File: src/rtl/updown_count_arbiter.sv
// updown_count_arbiter: round-robin scheduler feeding bursts to a shared up/down count register
module updown_count_arbiter #(
    parameter int WIDTH  = 4,
    parameter int STEP_W = 4
) (
    input  logic              clk,
    input  logic              rst,
    input  logic              req_a,
    input  logic              dir_a,
    input  logic [STEP_W-1:0] steps_a,
    output logic              gnt_a,
    input  logic              req_b,
    input  logic              dir_b,
    input  logic [STEP_W-1:0] steps_b,
    output logic              gnt_b,
    output logic [WIDTH-1:0]  count,
    output logic              busy,
    output logic              owner,
    output logic              done,
    output logic              wrap
);
    typedef enum logic [1:0] {IDLE, GRANT, RUN, DONE} state_t;
    state_t state;
    logic dir_q;
    logic last_owner;
    logic [STEP_W-1:0] rem_q;
    logic pick_b;
    logic wrap_hit;
    logic [WIDTH-1:0] next_count;
    // on a tie the requester that was not served last wins
    always_comb begin
        pick_b     = req_b & (~req_a | ~last_owner);
        next_count = dir_q ? count + 1'b1 : count - 1'b1;
        wrap_hit   = dir_q ? &count : ~|count;
    end
    always_ff @(posedge clk or negedge rst) begin
        if (!rst) begin
            state      <= IDLE;
            count      <= '0;
            gnt_a      <= 1'b0;
            gnt_b      <= 1'b0;
            busy       <= 1'b0;
            done       <= 1'b0;
            wrap       <= 1'b0;
            owner      <= 1'b1;
            last_owner <= 1'b1;
            dir_q      <= 1'b0;
            rem_q      <= '0;
        end else begin
            gnt_a <= 1'b0;
            gnt_b <= 1'b0;
            done  <= 1'b0;
            wrap  <= 1'b0;
            case (state)
                IDLE: if (req_a | req_b) begin
                    state <= GRANT;
                    busy  <= 1'b1;
                    owner <= pick_b;
                    gnt_a <= ~pick_b;
                    gnt_b <= pick_b;
                    dir_q <= pick_b ? dir_b : dir_a;
                    rem_q <= pick_b ? steps_b : steps_a;
                end
                GRANT: begin
                    state <= (rem_q == '0) ? DONE : RUN;
                    busy  <= (rem_q != '0);
                    done  <= (rem_q == '0);
                end
                RUN: begin
                    count <= next_count;
                    wrap  <= wrap_hit;
                    rem_q <= rem_q - 1'b1;
                    state <= (rem_q == STEP_W'(1)) ? DONE : RUN;
                    busy  <= (rem_q != STEP_W'(1));
                    done  <= (rem_q == STEP_W'(1));
                end
                DONE: begin
                    last_owner <= owner;
                    state      <= IDLE;
                end
                default: state <= IDLE;
            endcase
        end
    end
endmodule

File: config.mk
export PLATFORM = sky130hd
export DESIGN_NAME = updown_count_arbiter
export DESIGN_NICKNAME = d
export VERILOG_FILES = /design/src/rtl/updown_count_arbiter.sv
export SDC_FILE = /design/constraint.sdc
export NUM_CORES = 1
export LEC_CHECK = 0
export CAP_MARGIN = 20
export CORE_MARGIN = 2
export CORE_UTILIZATION = 50
export DETAILED_ROUTE_END_ITERATION = 8
export PLACE_DENSITY_LB_ADDON = 0.05
export SLEW_MARGIN = 25
export SYNTH_ARGS = -nofsm -noshare
export SYNTH_HDL_FRONTEND = slang
export SYNTH_SLANG_ARGS = --single-unit
export TNS_END_PERCENT = 20
File: constraint.sdc
create_clock -name clk -period 2 [get_ports clk]
set_input_delay 0.3 -clock clk [delete_from_list [all_inputs] [get_ports clk]]
set_output_delay 0.3 -clock clk [all_outputs]
set_load 0.005 [all_outputs]
==> results.py <==
metrics = {
    "finish": {
        "nets": 164,
        "fill_cells": 178,
        "largestRegisters": "count: 4 flops, rem_q: 4 flops, state: 2 flops",
        "drive_gt1_share_pct": 12.3,
        "multi_input_area_um2": 639,
        "utilization_pct": 66.8,
        "seq_area_um2": 453,
        "area_growth_pct": 28.8,
        "diodes": 0,
        "final_cell_mix": "clkdlybuf4s50_1, dfrtp_1, ha_1",
        "final_common_cell": "clkdlybuf4s50_1",
        "fin_area_um2": 1450,
    },
    "timing": {
        "tns_ps": 0,
        "rsz0062_at_grt": "no",
        "setup_slack_ps": 208,
        "finalCriticalPeriod_ps": 1790,
        "skew_ps": 6.71,
        "fmax_ghz": 0.558,
        "relSlewSlack_pct": 73.2,
        "slew_violations": 0,
        "finalSetupViolCount": 0,
        "hold_viol_final": 0,
        "fin_crit_sh_pct": 89.6,
        "tightest_slew_ps": 397,
    },
    "clock_network": {
        "htree_levels": 1,
        "clock_sinks": 18,
        "cts_made_buffers": 3,
        "insertion_delay_ps": 300,
        "tritoncts": "yes",
        "cts-resized-gates": 0,
        "clk_pin_slew_ps": 110,
        "clockBufferDepth": 2,
        "cts_hold_buffers": 0,
        "cts-root-buf": "clkbuf_4",
        "post_cts_buffers": 0,
    },
    "worst_setup_path": {
        "reg2reg_depth": 5,
        "required_ps": 2190,
        "crit_start": "state[0]$_DFFE_PN0P_",
        "setup.worst_path.start_class": "flop",
        "r2r_slack_ps": 210,
        "worst-path-max-fanout": 4,
        "critPathCaptureType": "flop",
        "endpoint": "rem_q[3]$_DFFE_PN0P_",
        "critPathKind": "reg2reg",
        "critical_path.cell_chain": "inv_1 > ha_1 > or4b_1 > a32o_1 > a211o_1",
        "crit_arrival_ps": 1980,
        "slowest_delay_ps": 460,
        "r2r-start": "state[0]$_DFFE_PN0P_",
        "r2r-end": "rem_q[3]$_DFFE_PN0P_",
        "cp_slowest_cell": "or4b_1",
    },
    "power_and_ir_drop": {
        "ir_drop_mv": 0.923,
        "p_int_mw": 1.30,
        "pwr-share-seq_pct": 33.1,
        "p_per_area_nw_per_um2": 1510,
        "pwr-share-comb_pct": 56.4,
        "cellLeakagePower_nw": 0.651,
        "p_switching_mw": 0.886,
        "p_clk_share_pct": 10.4,
        "switching_share_pct": 40.5,
        "total_power_mw": 2.19,
    },
    "status": {
        "status": "finished clean",
    },
    "global_routing": {
        "grt.met3_usage_pct": 2.92,
        "busiest_layer": "met2",
        "grt_usage_pct": 20.8,
        "grt_max_degree": 19,
        "grt_util_met2_pct": 41.0,
        "antenna_found_initial": 0,
        "grt_pass1_vias": 923,
        "grt_pass1_wl_mm": 4.03,
        "grtUsageMet1_pct": 21.6,
        "overflow": 0,
    },
    "die": {
        "start_util_pct": 51.9,
        "fp-row-count": 17,
        "fp.dieW_um": 51.5,
        "coreArea_um2": 2170,
        "die_y_um": 51.5,
        "io_pins": 24,
        "die-area_um2": 2650,
    },
    "synthesis": {
        "avgSynthCellArea_um2": 10.3,
        "yosysSeqAreaShare_pct": 40.2,
        "synth_top_area_share_pct": 35.6,
        "synth_seq_cells": 18,
        "synth_nets": 134,
        "syn-cell-area_um2": 1130,
        "async_flop_share_pct": 100,
        "synth_area_leaders": "dfrtp_1, ha_1, mux2i_1, dfstp_2, mux2_2",
        "syn_inst": 109,
        "synth_top_area_cell": "dfrtp_1",
        "ys.flop_type": "dfrtp_1",
        "yosysWarnings": 0,
        "synth-edff-count": 0,
        "post_synth_num_cell_types": 41,
    },
    "routing": {
        "vias": 911,
        "first_iter_violations": 19,
        "wire_per_inst_um": 14.8,
        "firstDrtPassIters": 6,
        "drcViolationCount": 0,
        "via_per_inst": 5.49,
        "final_antenna_net_count": 0,
        "finalWirelength_mm": 2.45,
    },
    "placed_design": {
        "placed_cell_area_um2": 1410,
        "gp_congestion": 0.855,
        "place.port_buffers": 23,
        "pre_cts_slack_ps": 220,
        "place_hpwl_mm": 1.92,
    },
    "hold_path": {
        "hold_class": "in2async",
    },
    "run": {
        "drv_cap": 0,
    },
}
logic make-up (layout without fill, tap and decap cells):
family | after synthesis | after routing | synth area share [%]
adders and majority gates | 11 | 11 | 12.9
DFF | 18 | 18 | 40.2
buffers and inverters | 8 | 37 | 3.00
muxes | 9 | 9 | 8.33
xor gates and xnor gates | 3 | 3 | 2.33
and+or+nand+nor | 35 | 35 | 17.3
AOI/OAI and AO/OA | 25 | 25 | 15.9
cell usage after synthesis, types with 2 or more instances:
library cell and n:
a21oi_1 5, xor2_1 2, inv_1 5, a211o_1 2
clkbuf_1 2, dfrtp_1 16, nor2_1 8, mux2_2 3
o21ai_0 3, nand2b_1 2, and3_1 3, a21boi_0 2
mux2i_1 6, or2_2 2, nand3_1 3, or3b_1 2
dfstp_2 2, ha_1 10, nand2_1 6, and2_1 3
a211oi_1 2
worst min-delay path by stage:
stage,from,endpoint,slack (ps)
2_1_floorplan,rst,busy$_DFFE_PN0P_,4
3_3_place_gp,busy$_DFFE_PN0P_,busy$_DFFE_PN0P_,500
3_5_place_dp,busy$_DFFE_PN0P_,busy$_DFFE_PN0P_,510
4_1_cts,rst,count[1]$_DFFE_PN0N_,320
5_1_grt,rst,wrap$_DFF_PN0_,340
6_report,rst,gnt_b$_DFF_PN0_,330
critical path: cells and delay by family (launching register included):
family	cells	cell delay [ps]
simple gates	1	460
compound gates	2	490
buf+inv	1	140
fa+ha+maj	1	180
flops	1	420
through the flow:
stage          hold slack [ps]  cells
2_1_floorplan             4.41    109
3_3_place_gp               502    162
3_5_place_dp               507    162
4_1_cts                    318    166
5_1_grt                    336    166
6_report                   326    166
power groups by stage:
stage               Sequential, mW  Combinational, mW  Clock [mW]
floorplan                    0.684              0.842           0
global placement             0.723               1.17           0
detailed placement           0.730               1.23           0
CTS                          0.723               1.24       0.238
global route                 0.750               1.37       0.249
finish                       0.725               1.24       0.228
cell type report:
cell class | count | share of cell area [%]
Multi-Input combinational cell | 83 | 44.1
Clock buffer | 4 | 2.50
Tap cell | 28 | 2.42
Inverter | 5 | 1.29
Sequential cell | 18 | 31.2
Timing Repair Buffer | 28 | 18.5
metal layers:
layer | part of all wire [%] | vias up
met5 | 0 | -
met4 | 0.57 | 0
met3 | 2.6 | 2
met2 | 55 | 10
met1 | 42 | 446
li1 | - | 453
Power figures use the tool's default switching activity.
